`src/rtl/io_enter_controller_pkg.sv`:
```
`default_nettype none
// ============================================================================
// Module  : io_pkg
// Purpose : Shared FSM state type and default timing constants for the
//           Enter-button I/O sequencer.
// Revision: 1.0 - initial release
// ============================================================================
package io_pkg;

    typedef enum logic [1:0] {
        IDLE    = 2'd0,
        ARMED   = 2'd1,
        HOLD    = 2'd2,
        RELEASE = 2'd3
    } io_state_t;

    localparam int c_DEBOUNCE_CYCLES_DEFAULT = 4;
    localparam int c_ENTER_HOLD_DEFAULT      = 6;

    // Counter width able to hold 0..n-1, never narrower than one bit.
    function automatic int cnt_width(input int n);
        return (n <= 2) ? 1 : $clog2(n);
    endfunction

endpackage
`default_nettype wire

```
`src/rtl/io_enter_controller_if.sv`:
```
`default_nettype none
// ============================================================================
// Module  : io_enter_controller_if
// Purpose : Decoder/datapath-side bundle of the I/O sequencer.
// Revision: 1.0 - initial release
// ============================================================================
interface io_enter_controller_if #(
    parameter int SW_WIDTH   = 16,
    parameter int DATA_WIDTH = 32
);
    logic                  io_input;
    logic                  io_output;
    logic [SW_WIDTH-1:0]   switches;
    logic [DATA_WIDTH-1:0] reg_data;
    logic                  enter;
    logic                  stall;
    logic [DATA_WIDTH-1:0] in_data;
    logic                  in_valid;
    logic [DATA_WIDTH-1:0] display;
    logic                  display_valid;

    modport master (
        output io_input, io_output, switches, reg_data,
        input  enter, stall, in_data, in_valid, display, display_valid
    );

    modport slave (
        input  io_input, io_output, switches, reg_data,
        output enter, stall, in_data, in_valid, display, display_valid
    );
endinterface
`default_nettype wire

```
`src/rtl/io_enter_controller_button_debouncer.sv`:
```
`default_nettype none
// ============================================================================
// Module  : button_debouncer
// Purpose : Two-flop synchronizer, counter debouncer and rising-edge pulse.
// Revision: 1.0 - initial release
// ============================================================================
module button_debouncer
    import io_pkg::*;
#(
    parameter int DEBOUNCE_CYCLES = c_DEBOUNCE_CYCLES_DEFAULT
) (
    input  wire logic clk,
    input  wire logic reset,
    input  wire logic i_button_raw,
    output logic      o_stable,
    output logic      o_rise
);

    localparam int c_CNT_W = cnt_width(DEBOUNCE_CYCLES);

    logic               r_sync0;
    logic               r_sync1;
    logic               r_stable;
    logic               r_rise;
    logic [c_CNT_W-1:0] r_cnt;

    always_ff @(posedge clk or posedge reset) begin
        if (reset) begin
            r_sync0  <= 1'b0;
            r_sync1  <= 1'b0;
            r_stable <= 1'b0;
            r_rise   <= 1'b0;
            r_cnt    <= '0;
        end else begin
            r_sync0 <= i_button_raw;
            r_sync1 <= r_sync0;
            r_rise  <= 1'b0;
            // Any sample agreeing with the accepted level restarts the run.
            if (r_sync1 == r_stable) begin
                r_cnt <= '0;
            end else if (r_cnt == c_CNT_W'(DEBOUNCE_CYCLES - 1)) begin
                r_stable <= r_sync1;
                r_rise   <= r_sync1;
                r_cnt    <= '0;
            end else begin
                r_cnt <= r_cnt + 1'b1;
            end
        end
    end

    assign o_stable = r_stable;
    assign o_rise   = r_rise;

endmodule
`default_nettype wire

```
`src/rtl/io_enter_controller.sv`:
```
`default_nettype none
// ============================================================================
// Module  : io_enter_controller
// Purpose : Stalls the core on Input/Output instructions and releases a
//           fixed-length Enter pulse per debounced button press.
// Revision: 1.0 - initial release
// ============================================================================
module io_enter_controller
    import io_pkg::*;
#(
    parameter int DEBOUNCE_CYCLES = c_DEBOUNCE_CYCLES_DEFAULT,
    parameter int ENTER_HOLD      = c_ENTER_HOLD_DEFAULT,
    parameter int SW_WIDTH        = 16,
    parameter int DATA_WIDTH      = 32
) (
    input  wire logic             clk,
    input  wire logic             reset,
    input  wire logic             button_raw,
    io_enter_controller_if.slave  bus
);

    localparam int c_HOLD_W = $clog2(ENTER_HOLD + 1);

    logic                  w_btn_stable;
    logic                  w_btn_rise;
    logic                  w_io_any;
    logic [SW_WIDTH-1:0]   w_sw;
    logic [DATA_WIDTH-1:0] w_sw_ext;

    io_state_t             r_state;
    logic [c_HOLD_W-1:0]   r_hold_cnt;
    logic                  r_enter;
    logic                  r_stall;
    logic [DATA_WIDTH-1:0] r_in_data;
    logic                  r_in_valid;
    logic [DATA_WIDTH-1:0] r_display;
    logic                  r_display_valid;

    button_debouncer #(
        .DEBOUNCE_CYCLES (DEBOUNCE_CYCLES)
    ) u_enter_btn (
        .clk          (clk),
        .reset        (reset),
        .i_button_raw (button_raw),
        .o_stable     (w_btn_stable),
        .o_rise       (w_btn_rise)
    );

    assign w_io_any = bus.io_input | bus.io_output;
    assign w_sw     = bus.switches;
    assign w_sw_ext = DATA_WIDTH'(w_sw);

    always_ff @(posedge clk or posedge reset) begin
        if (reset) begin
            r_state         <= IDLE;
            r_hold_cnt      <= '0;
            r_enter         <= 1'b0;
            r_stall         <= 1'b0;
            r_in_data       <= '0;
            r_in_valid      <= 1'b0;
            r_display       <= '0;
            r_display_valid <= 1'b0;
        end else begin
            r_in_valid <= 1'b0;
            case (r_state)
                IDLE: begin
                    if (w_io_any) begin
                        r_state <= ARMED;
                        r_stall <= 1'b1;
                    end
                end
                ARMED: begin
                    // Decode vanished before a press: squash without capture.
                    if (!w_io_any) begin
                        r_state <= IDLE;
                        r_stall <= 1'b0;
                    end else if (w_btn_rise) begin
                        r_state    <= HOLD;
                        r_enter    <= 1'b1;
                        r_hold_cnt <= '0;
                        if (bus.io_input) begin
                            r_in_data  <= w_sw_ext;
                            r_in_valid <= 1'b1;
                        end else begin
                            r_display       <= bus.reg_data;
                            r_display_valid <= 1'b1;
                        end
                    end
                end
                HOLD: begin
                    if (r_hold_cnt == c_HOLD_W'(ENTER_HOLD - 1)) begin
                        r_state <= RELEASE;
                        r_enter <= 1'b0;
                        r_stall <= 1'b0;
                    end else begin
                        r_hold_cnt <= r_hold_cnt + 1'b1;
                    end
                end
                RELEASE: begin
                    // A stable low is required before the next press can count.
                    if (!w_btn_stable) begin
                        r_state <= IDLE;
                    end
                end
                default: begin
                    r_state <= IDLE;
                    r_enter <= 1'b0;
                    r_stall <= 1'b0;
                end
            endcase
        end
    end

    assign bus.enter         = r_enter;
    assign bus.stall         = r_stall;
    assign bus.in_data       = r_in_data;
    assign bus.in_valid      = r_in_valid;
    assign bus.display       = r_display;
    assign bus.display_valid = r_display_valid;

endmodule
`default_nettype wire

```
`src/flat_wrapper.sv`:
```
// flat-port wrapper written by rule: the top's interface ports become plain ports
module io_enter_controller_flat import io_pkg::*;
#(
    parameter int DEBOUNCE_CYCLES = c_DEBOUNCE_CYCLES_DEFAULT,
    parameter int ENTER_HOLD      = c_ENTER_HOLD_DEFAULT,
    parameter int SW_WIDTH        = 16,
    parameter int DATA_WIDTH      = 32
)
  (clk, reset, button_raw, bus_io_input, bus_io_output, bus_switches, bus_reg_data, bus_enter, bus_stall, bus_in_data, bus_in_valid, bus_display, bus_display_valid);
  io_enter_controller_if #(.SW_WIDTH(SW_WIDTH), .DATA_WIDTH(DATA_WIDTH)) bus_i ();
  input  wire logic clk;
  input  wire logic reset;
  input  wire logic button_raw;
  input wire logic [$bits(bus_i.io_input)-1:0] bus_io_input;
  input wire logic [$bits(bus_i.io_output)-1:0] bus_io_output;
  input wire logic [$bits(bus_i.switches)-1:0] bus_switches;
  input wire logic [$bits(bus_i.reg_data)-1:0] bus_reg_data;
  output wire logic [$bits(bus_i.enter)-1:0] bus_enter;
  output wire logic [$bits(bus_i.stall)-1:0] bus_stall;
  output wire logic [$bits(bus_i.in_data)-1:0] bus_in_data;
  output wire logic [$bits(bus_i.in_valid)-1:0] bus_in_valid;
  output wire logic [$bits(bus_i.display)-1:0] bus_display;
  output wire logic [$bits(bus_i.display_valid)-1:0] bus_display_valid;
  assign bus_i.io_input = bus_io_input;
  assign bus_i.io_output = bus_io_output;
  assign bus_i.switches = bus_switches;
  assign bus_i.reg_data = bus_reg_data;
  assign bus_enter = bus_i.enter;
  assign bus_stall = bus_i.stall;
  assign bus_in_data = bus_i.in_data;
  assign bus_in_valid = bus_i.in_valid;
  assign bus_display = bus_i.display;
  assign bus_display_valid = bus_i.display_valid;
  io_enter_controller #(.DEBOUNCE_CYCLES(DEBOUNCE_CYCLES), .ENTER_HOLD(ENTER_HOLD), .SW_WIDTH(SW_WIDTH), .DATA_WIDTH(DATA_WIDTH)) u_core (.clk(clk), .reset(reset), .button_raw(button_raw), .bus(bus_i));
endmodule
```
`config.mk`:
```
export PLATFORM = sky130hd
export DESIGN_NAME = io_enter_controller_flat
export DESIGN_NICKNAME = d
export VERILOG_FILES = /design/src/rtl/io_enter_controller_pkg.sv /design/src/rtl/io_enter_controller_if.sv /design/src/rtl/io_enter_controller_button_debouncer.sv /design/src/rtl/io_enter_controller.sv /design/src/flat_wrapper.sv
export SDC_FILE = /design/constraint.sdc
export NUM_CORES = 1
export LEC_CHECK = 0
export CAP_MARGIN = 25
export CORE_ASPECT_RATIO = 1.75
export CORE_MARGIN = 1
export CORE_UTILIZATION = 42
export CTS_BUF_LIST = sky130_fd_sc_hd__clkbuf_16
export DETAILED_ROUTE_END_ITERATION = 16
export HOLD_SLACK_MARGIN = 0.02
export PLACE_DENSITY = 0.8
export SYNTH_ARGS = -nofsm -noshare
export SYNTH_HDL_FRONTEND = slang
export SYNTH_SLANG_ARGS = --single-unit
```
`constraint.sdc`:
```
create_clock -name clk -period 2.28 [get_ports clk]
set_clock_uncertainty 0.1 [all_clocks]
set_input_delay 0.228 -clock clk [delete_from_list [all_inputs] [get_ports clk]]
set_output_delay 0.228 -clock clk [all_outputs]
set_load 0.02 [all_outputs]
```
# Yosys cells after proc, flatten, opt, wreduce, memory -nomap -nowiden
# Cells that the tools add are included.
op_classes:
  add_sub_neg: 2
  eq_ne: 14
  n_mux: 25
  bitwise_logic: 3
  n_reduce_logical: 10
ops:
  columns: ["op", "count"]
  rows:
  - ["$reduce_and 4->1", 6]
  - ["$mux 2", 7]
  - ["$mux 1", 11]
  - ["$mux 3", 3]
  - ["$ne 2x2->1 const B", 4]
  - ["$pmux 2 s4", 1]
  - ["$eq 2x2->1 const B", 3]
  - ["$ne 2x1->1 const B", 3]
  - ["$pmux 3 s2", 1]
  - ["$add 3x1->3 const B", 1]
  - ["$eq 3x3->1 const B", 1]
  - ["$ne 3x3->1 const B", 1]
  - ["$pmux 1 s3", 1]
  - ["$reduce_bool 3->1", 1]
  - ["$add 2x1->2 const B", 1]
  - ["$eq 2x1->1 const B", 1]
  - ["$logic_not 2->1", 1]
  - ["$not 1->1", 2]
  - ["$pmux 1 s2", 1]
  - ["$reduce_and 2->1", 1]
  - ["$reduce_bool 2->1", 1]
  - ["$eq 1x1->1", 1]
  - ["$or 1x1->1", 1]
word_totals:
  register_bits: 63
  input_bits: 53
  out_inout_bits: 68

# Longest topological paths before layout
logic_depth:
  word_depth: 4
  mapped_depth: 6
  depth_no_buf: 6

# Hierarchy
# From an unflattened synthesis, not the netlist that was laid out.
hier_totals:
  hier_cells: 189
  area_unflattened_um2: 2720.1
modules_own_cells:
  columns: ["module", "instances", "cells_per_inst", "area_per_inst_um2", "seq_area_each_um2"]
  rows:
  - ["io_enter_controller", 1, 176, 2507.4, 1426.4]
  - ["button_debouncer", 1, 13, 212.7, 150.1]

# Worst setup path after synthesis
# No wires, ideal clock.
synth_path:
  kind: "flip-flop to flip-flop"
  start: "reg with a tool-made name"
  end: "reg u_core.r_in_data[0], in the netlist u_core.bus.in_data[0]"
  setup_time_ns: 0.125
  t_arrival_ns: 1.478
  required_ns: 2.055
  setup_slack_ns: 0.577
  stages_incl_launch_ff: 6
  n_path_buf: 1
  cell_sequence: "dfrtp_1 inv_1 ha_1 nand3_2 buf_6 mux2_4"
synth_rtl:
  columns: ["item", "line_no", "text"]
  rows:
  - ["end signal: assignment", "io_enter_controller.sv:82", "r_in_data <= w_sw_ext;"]
  - ["end: declaration", "io_enter_controller.sv:34", "logic [DATA_WIDTH-1:0] r_in_data;"]

==> impl_metrics.env <==
export IMPL_multi_input_area_sq_um=1007
export IMPL_core_sq_um=6228
export IMPL_ys_seq_area_share_pct=57.98
export IMPL_finalCritPeriodShare_pct=95.68
export IMPL_power_density_nw_per_um2=1088
export IMPL_post_place_ws_ns=0.07037
export IMPL_ios=121
export IMPL_layout_drive_gt1_share_pct=11.76
export IMPL_clockBufferDepth=2
export IMPL_outcome="finished clean"
export IMPL_cts_setup_buffers=0
export IMPL_leakage_uw=0.001984
export IMPL_io_buffers=104
export IMPL_drt_first_pass_iters=5
export IMPL_cts_tree="built"
export IMPL_hold_viol=0
export IMPL_clock_sinks=63
export IMPL_grt_pass1_vias=1893
export IMPL_vias=1844
export IMPL_slew_violations=0
export IMPL_critPathLaunchType="flop"
export IMPL_ant_nets=0
export IMPL_cts_hold_buf=0
export IMPL_dp_hpwl_mm=3.898
export IMPL_yosys_register_bits=63
export IMPL_drc=0
export IMPL_wire_per_inst_um=14.05
export IMPL_vdd_drop_max_v=0.0007681
export IMPL_grt_pass1_wl_mm=8.873
export IMPL_relSlewSlack_pct=58.27
export IMPL_root_buffer="clkbuf_16"
export IMPL_place_gp_congestion=0.7786
export IMPL_rsz0062_at_grt="true"
export IMPL_antenna_found_initial=0
export IMPL_dpl_cell_area_sq_um=3771
export IMPL_drt_iter0_drc=71
export IMPL_critPathKind="reg -> reg"
export IMPL_area_growth_pct=48.18
export IMPL_overflow=0
export IMPL_hp_class="in -> async"
export IMPL_setup_viol=0
export IMPL_finish_instance_area_sq_um=4029
export IMPL_worstPathRequired_ns=2.38
export IMPL_vias_per_cell=4.777
export IMPL_die_w_um=62.82
export IMPL_cp_arrival_ns=2.28
export IMPL_worst_pin_slew_ns=0.6250
export IMPL_yosys_warnings=0
export IMPL_drt_total_wl_mm=5.422
export IMPL_seq_area_sq_um=1577
export IMPL_fill_cells=478
export IMPL_p_total_uw=4383
export IMPL_clkLatencyLatePin_ns=0.32
export IMPL_period_needed_ns=2.182
export IMPL_utilization_pct=64.68
export IMPL_grt_max_degree=64
export IMPL_rows=38
export IMPL_synth_avg_cell_area_sq_um=14.31
export IMPL_synthCells=190
export IMPL_cts_made_buffers=9
export IMPL_die_h_um=108.4
export IMPL_drv_cap=0
export IMPL_dieArea_sq_um=6812
export IMPL_initial_core_util_pct=43.65
export IMPL_diodes=0
export IMPL_syn_area_sq_um=2719
export IMPL_clkSlewWorstSetupHoldPaths_ns=0.05
export IMPL_ctsResizeCount=0
export IMPL_fin_ws_ns=0.09849
export IMPL_synthDistinctLibCells=26
export IMPL_h_tree_depth=3
export IMPL_nets=364
export IMPL_fmax_mhz=458.4
export IMPL_crit_fanout=33
export IMPL_worstSetupEndpointType="flop"
export IMPL_track_usage_pct=17.56
through the flow:
stage / setup TNS [ns] / cells / hold slack [ns]
after floorplan: 0 / 205 / 0.1594
after global placement: 0 / 370 / 0.2350
after detailed placement: 0 / 370 / 0.2464
after CTS: 0 / 386 / 0.2230
after global routing: -1.171 / 386 / 0.2398
final: 0 / 386 / 0.1915
cells by family after synthesis:
| group | synth area share [%] |
|---|---|
| buffers and inverters | 7.041 |
| adders and majority gates | 4.602 |
| DFF | 57.98 |
| and+or+nand+nor | 4.095 |
| other | 0.1379 |
| xor gates and xnor gates | 0.3222 |
| muxes | 21.12 |
| AOI/OAI and AO/OA | 4.694 |
cell type report:
cell class / instances / area share (%)
flip-flops and latches: 63 / 39.13
repair buffers: 105 / 26.34
multi-input cells: 115 / 25.00
clock buffers: 9 / 5.590
well taps: 80 / 2.484
clock inverters: 7 / 0.8075
inverters: 7 / 0.6522
synthesized netlist by cell type, drive strengths merged:
cell    count  area (sq um)
dfrtp      63          1577
mux2       48         574.3
buf        20         165.2
o21ai      11         55.05
ha         10         125.1
inv         7         26.28
nand2       6         22.52
nor2        4         15.01
a21oi       3         15.01
nand3       3         20.02
o31ai       3         22.52
nor2b       2         12.51
a22o        1         8.760
conb        1         3.750
nand2b      1         6.260
nand4b      1         23.77
nor3        1         5.000
o211a       1         10.01
o211ai      1         7.510
o41ai       1         8.760
or2         1         6.260
xnor2       1         8.760
worst max-delay path, cell delays in order (launching register included):
cell      delay (ns)
dfrtp_1         0.43
inv_1           0.13
ha_1            0.31
nand4b_4        0.54
mux2_1          0.53
final timing paths:
check                                                     startpoint                                   end  slack [ns]  cells past startpoint
worst max register to register                                  flop    u_core.bus.display[28]$_DFFE_PP0P_         0.1                      4
max in group asynchronous                                      reset          u_core.bus.stall$_DFFE_PP0P_        1.60                      3
worst max-delay path                                            flop    u_core.bus.display[28]$_DFFE_PP0P_         0.1                      4
worst min-delay path                                           reset    u_core.bus.display[19]$_DFFE_PP0P_        0.19                      3
min in group clk                u_core.u_enter_btn.r_sync0$_DFF_PP0_  u_core.u_enter_btn.r_sync1$_DFF_PP0_        0.25                      0
worst min register to register  u_core.u_enter_btn.r_sync0$_DFF_PP0_  u_core.u_enter_btn.r_sync1$_DFF_PP0_        0.25                      0
state kept, by name, indices dropped and copies added, names as in the netlist, named ones only:
register                     count
u_core.bus.enter                 1
u_core.bus.in_data              16
u_core.r_state                   1
u_core.bus.in_valid              1
u_core.u_enter_btn.r_sync0       1
u_core.u_enter_btn.o_stable      1
u_core.r_hold_cnt                3
u_core.u_enter_btn.o_rise        1
u_core.u_enter_btn.r_sync1       1
u_core.bus.display_valid         1
u_core.bus.stall                 1
u_core.bus.display              32
u_core.u_enter_btn.r_cnt         2
power by group:
part / internal, uW / total, uW / switching (uW)
sequential: 1440 / 1630 / 191
clock: 713 / 1160 / 450
combinational: 838 / 1590 / 750
total: 2990 / 4380 / 1390
cell usage in the layout, fill, tap and decap left out, drive strengths merged, types with 2 or more instances in the layout:
cell type      Yosys  routed
nand2              6       6
mux2              48      48
clkbuf             0       9
clkdlybuf4s50      0     104
a21oi              3       3
clkinv             0       4
o21ai             11      11
conb               1      16
o31ai              3       3
nor2               4       4
inv                7       9
dfrtp             63      63
ha                10      10
nand3              3       3
nor2b              2       2
layer usage:
layer | vias up | track usage, % | part of all wire (%)
li1 | 848 | - | -
met4 | 0 | 10.80 | 2.8
met2 | 95 | 30.12 | 52
met1 | 889 | 18.84 | 39
met5 | - | 0 | 0
met3 | 12 | 5.169 | 6.2
Power figures use the tool's default switching activity.
